==> config.mk <==
export PLATFORM = sky130hd
export DESIGN_NAME = ifu_fetch
export DESIGN_NICKNAME = d
export VERILOG_FILES = /design/src/rtl/ifu_fetch.sv
export SDC_FILE = /design/constraint.sdc
export NUM_CORES = 1
export LEC_CHECK = 0
export CAP_MARGIN = 20
export CORE_ASPECT_RATIO = 1.4
export CORE_UTILIZATION = 30
export CTS_BUF_LIST = sky130_fd_sc_hd__clkbuf_4
export CTS_CLUSTER_SIZE = 12
export DETAILED_ROUTE_END_ITERATION = 7
export GPL_ROUTABILITY_DRIVEN = 0
export PLACE_DENSITY = 0.6
export SLEW_MARGIN = 20
export SYNTH_ARGS = -nofsm -noshare
export SYNTH_HDL_FRONTEND = slang
export SYNTH_SLANG_ARGS = --single-unit
==> constraint.sdc <==
create_clock -name clk -period 5.6 [get_ports clk]
set_input_delay 1.68 -clock clk [delete_from_list [all_inputs] [get_ports clk]]
set_output_delay 1.68 -clock clk [all_outputs]
set_load 0.005 [all_outputs]
==> src/rtl/ifu_fetch.sv <==
`default_nettype none
// ============================================================================
// Module   : ifu_fetch
// Brief    : Instruction-fetch stage with one outstanding request and IF/ID
//            pipeline register; hold buffer covers decode stalls.
// Revision : 1.0
// ============================================================================
module ifu_fetch #(
   parameter int               XLEN     = 32,
   parameter logic [XLEN-1:0]  RESET_PC = 32'h8000_0000
) (
   input  logic             clk,
   input  logic             rst,
   input  logic             IF_reg_inst_enable,
   input  logic             IF_reg_inst_flush,
   input  logic [XLEN-1:0]  jump_addr,
   output logic             ifu_req_valid,
   input  logic             ifu_req_ready,
   output logic [XLEN-1:0]  ifu_req_addr,
   input  logic             ifu_rsp_valid,
   input  logic [XLEN-1:0]  ifu_rsp_inst,
   output logic             IF_ID_reg_inst_valid,
   output logic [XLEN-1:0]  IF_ID_reg_inst,
   output logic [XLEN-1:0]  IF_ID_reg_PC
);

   localparam logic [XLEN-1:0] c_pc_step = XLEN'(4);

   typedef enum logic [1:0] {
      S_REQ  = 2'd0,
      S_WAIT = 2'd1,
      S_HOLD = 2'd2
   } state_t;

   state_t            r_state;
   state_t            w_state_nxt;
   logic [XLEN-1:0]   r_fetch_pc;
   logic [XLEN-1:0]   w_fetch_pc_nxt;
   logic              r_drop;
   logic              w_drop_nxt;
   logic [XLEN-1:0]   r_hold_inst;
   logic              w_capture;
   logic              w_load;
   logic [XLEN-1:0]   w_load_inst;
   logic              r_if_id_valid;
   logic [XLEN-1:0]   r_if_id_inst;
   logic [XLEN-1:0]   r_if_id_pc;

   always_comb begin
      w_state_nxt    = r_state;
      w_fetch_pc_nxt = r_fetch_pc;
      w_drop_nxt     = r_drop;
      w_capture      = 1'b0;
      w_load         = 1'b0;
      w_load_inst    = r_hold_inst;

      case (r_state)
         S_REQ: begin
            if (ifu_req_ready) w_state_nxt = S_WAIT;
         end
         S_WAIT: begin
            if (ifu_rsp_valid) begin
               if (r_drop) begin
                  w_drop_nxt  = 1'b0;
                  w_state_nxt = S_REQ;
               end else if (IF_reg_inst_enable) begin
                  w_load         = 1'b1;
                  w_load_inst    = ifu_rsp_inst;
                  w_fetch_pc_nxt = r_fetch_pc + c_pc_step;
                  w_state_nxt    = S_REQ;
               end else begin
                  w_capture   = 1'b1;
                  w_state_nxt = S_HOLD;
               end
            end
         end
         S_HOLD: begin
            if (IF_reg_inst_enable) begin
               w_load         = 1'b1;
               w_fetch_pc_nxt = r_fetch_pc + c_pc_step;
               w_state_nxt    = S_REQ;
            end
         end
         default: w_state_nxt = S_REQ;
      endcase

      // Redirect overrides everything; an already-accepted request must still
      // have its response swallowed, hence the drop marker.
      if (IF_reg_inst_flush) begin
         w_load         = 1'b0;
         w_capture      = 1'b0;
         w_fetch_pc_nxt = jump_addr;
         case (r_state)
            S_REQ: begin
               w_drop_nxt  = ifu_req_ready;
               w_state_nxt = ifu_req_ready ? S_WAIT : S_REQ;
            end
            S_WAIT: begin
               w_drop_nxt  = !ifu_rsp_valid;
               w_state_nxt = ifu_rsp_valid ? S_REQ : S_WAIT;
            end
            default: begin
               w_drop_nxt  = 1'b0;
               w_state_nxt = S_REQ;
            end
         endcase
      end
   end

   always_ff @(posedge clk) begin
      if (rst) begin
         r_state       <= S_REQ;
         r_fetch_pc    <= RESET_PC;
         r_drop        <= 1'b0;
         r_hold_inst   <= '0;
         r_if_id_valid <= 1'b0;
         r_if_id_inst  <= '0;
         r_if_id_pc    <= '0;
      end else begin
         r_state    <= w_state_nxt;
         r_fetch_pc <= w_fetch_pc_nxt;
         r_drop     <= w_drop_nxt;
         if (w_capture) r_hold_inst <= ifu_rsp_inst;
         if (w_load) begin
            r_if_id_valid <= 1'b1;
            r_if_id_inst  <= w_load_inst;
            r_if_id_pc    <= r_fetch_pc;
         end else if (IF_reg_inst_flush || IF_reg_inst_enable) begin
            r_if_id_valid <= 1'b0;
         end
      end
   end

   assign ifu_req_valid        = (r_state == S_REQ);
   assign ifu_req_addr         = r_fetch_pc;
   assign IF_ID_reg_inst_valid = r_if_id_valid;
   assign IF_ID_reg_inst       = r_if_id_inst;
   assign IF_ID_reg_PC         = r_if_id_pc;

endmodule
`default_nettype wire

==> impl_metrics.toml <==
[synthesis]
syn_area_per_cell_um2 = 7.98
synthArstFlopShare_pct = 0
synth_top_area_share_pct = 46.0
yosysSeqAreaShare_pct = 46.0
synth_xor_area_share_pct = 3.50
synth_area_um2 = 5750
syn-num-nets = 796
yosysWarningCount = 0
synth_edf_count = 0
muxShareOfSynthArea_pct = 1.39
synth_area_leaders = "dfxtp_1 (46%), nand2_1 (14%), a21oi_1 (6.8%), a311oi_1 (5.3%), nor2_1 (3.9%)"
syn_inst = 721
synth_ff_type = "dfxtp_1"
synthSimpleGateAreaFrac_pct = 26.2
ys_seq_elements = 132
synth-compound-area-share_pct = 17.3
synth_top_area_cell = "dfxtp_1"
synth_cell_type_count = 47
synth_top_family_by_area = "simple AND/OR/NAND/NOR gates"
synthAdderAreaFrac_pct = 1.09

[grt]
first_global_vias = 5160
grt-ovfl-total = 0
grt_use_total_pct = 17.5
grt_use_met1_pct = 20.0
grt_pass1_wl_mm = 27.4
top_usage_layer = "met2"
antenna_found_initial = 2
grt_util_met3_pct = 4.60
grt_max_degree = 102
grt.met2_usage_pct = 31.4

[detailed_routing]
route.vias.total = 5460
drc = 0
first_iter_violations = 252
wl_per_cell_um = 15.1
route.detailed.vias_per_inst = 4.88
antenna_left = 0
drt_first_pass_iters = 4
routed_wl_mm = 16.9

[placed_design]
dp_hpwl_mm = 11.4
io_buffer_count = 167

[timing]
slew_violations = 0
setup_viol = 0
final.setup.tns_ns = 0
max_freq_mhz = 264
maxSlewHeadroom_pct = 29.5
worst_pin_slew_ns = 1.06
finalCritPeriodShare_pct = 67.5
rsz0062_at_grt = "false"
final.min_clock_period_ns = 3.78
finalHoldViolations = 0
finClkSkew_ns = 0.0203

[die]
die_width_um = 119
die_h_um = 166
initial_utilization_pct = 30.8
core_area_um2 = 18700
die-area_um2 = 19700
pin_count = 168
rows = 59

[final_layout]
nFillCells = 1949
multiInputGateArea_um2 = 2860
layout.nets = 936
utilization_pct = 42.2
seqCellArea_um2 = 2640
drive_gt1_share_pct = 6.06
syn2layout_area_growth_pct = 37.0

[min_path]
min_path_type = "reg -> reg"

[cts]
worstSkewPairLatency_ns = 0.53
post_cts_buffers = 0
cts.htree.levels = 4
cts_root_buffer = "clkbuf_4"
cts_sinks = 132
numCtsBuffers = 17
hold_buffers = 0
clk_pin_slew_ns = 0.12
cts_buffer_depth = 2
cts_resized = 0
tritoncts = "done"

[worst_setup_path]
cp_max_fo = 45
worst-endpoint-required_ns = 6.02
endpoint_kind = "flop"
critPathKind = "in -> reg"
ff2ff_setup_slack_ns = 2.86
cp.arrival_ns = 4.20
worstSetupStartpointType = "input pin"

[outcome]
status = "finished clean"

[power_and_ir_drop]
p_per_area_nw_per_um2 = 239
ir_drop_mv = 0.127
p_leak_nw = 2.50
finalPower_mw = 1.88

[job]
cap_violations = 0
[power by group]
group / switching [mW] / leakage (nW) / internal (mW)
logic: 0.0935 / 1.27 / 0.114
registers: 0.0349 / 1.07 / 0.964
clock network: 0.364 / 0.158 / 0.312
[state kept, by name (all words and copies together) (netlist names)]
register	flops
r_drop	1
IF_ID_reg_inst_valid	1
IF_ID_reg_PC	32
r_hold_inst	32
ifu_req_addr	32
IF_ID_reg_inst	32
r_state	2
[synth_stat cells (4+ instances only)]
cell type and count:
dfxtp_1 132, xnor2_1 20, nor2_1 60, nand3_1 11, nor4_1 9, ha_1 5
buf_2 17, o21bai_1 5, nor3_1 5, nand2b_1 6, a211oi_1 12, inv_1 4
a311oi_1 35, nand2_1 214, a21oi_1 78, nand4_1 9, and4_1 4, and3_1 6
clkbuf_1 32, mux2i_1 8
[routing by layer]
metal	part of all wire [%]	wire length, um	up-vias
met4	0.93	157	0
met1	42	7130	2540
met3	5.1	858	10
li1	-	-	2772
met2	52	8750	138
met5	0	0	-
[cell usage in the layout, fill, tap and decap left out, types with 6 or more instances in the layout]
cell type / instances
nand2_1: 214
and3_1: 6
mux2i_1: 8
dfxtp_1: 132
nand4_1: 9
clkdlybuf4s50_1: 166
xnor2_1: 20
nand3_1: 11
a311oi_1: 35
a21oi_1: 78
buf_4: 10
nor4_1: 9
nor2_1: 60
nand2b_1: 6
a211oi_1: 12
clkbuf_4: 18
[through the flow]
step                      hold slack [ns]  instances  setup slack [ns]  cell area, um2
after global placement              0.442       1086              1.39            7580
final                               0.460       1120              1.82            7880
after floorplan                     0.437        721              2.57            5750
after CTS                           0.463       1118              1.88            7870
after global routing                0.478       1120              1.67            7880
after detailed placement            0.447       1086              1.31            7580
[cells by family (layout without fill, tap and decap cells)]
kind of cell / count (synthesis) / count (layout)
buf+inv: 60 / 213
xor+xnor: 23 / 23
fa+ha+maj: 5 / 5
compound gates: 150 / 150
mux: 8 / 8
flops: 132 / 132
simple gates: 343 / 343
other cells: 0 / 2
[critical path, stage by stage]
cell and delay [ns]:
clkdlybuf4s50_1 0.62, and4b_2 0.48, o21ai_2 0.14, nor2_4 0.61, buf_12 0.30, nor2_1 0.06, a311oi_1 0.28
[final timing paths]
| kind | startpoint | end | cells past startpoint |
|---|---|---|---|
| worst max-delay path | IF_reg_inst_enable | IF_ID_reg_inst[24]$_SDFFE_PP0P_ | 7 |
| worst min-delay path | r_hold_inst[16]$_SDFFE_PP0P_ | r_hold_inst[16]$_SDFFE_PP0P_ | 2 |
| worst max register to register | r_state[1]$_SDFFE_PP0P_ | IF_ID_reg_inst[24]$_SDFFE_PP0P_ | 8 |
| worst min register to register | r_hold_inst[16]$_SDFFE_PP0P_ | r_hold_inst[16]$_SDFFE_PP0P_ | 2 |
[layout make-up]
class | count | share of cell area (%)
antenna | 2 | 0.0635
clock buffer | 18 | 1.72
clock inverter | 14 | 2.06
inverter | 4 | 0.191
multi-input combinational | 529 | 36.3
sequential | 132 | 33.5
tap | 244 | 3.87
timing repair buffer | 177 | 22.3
(Power assumes the default switching activity.)
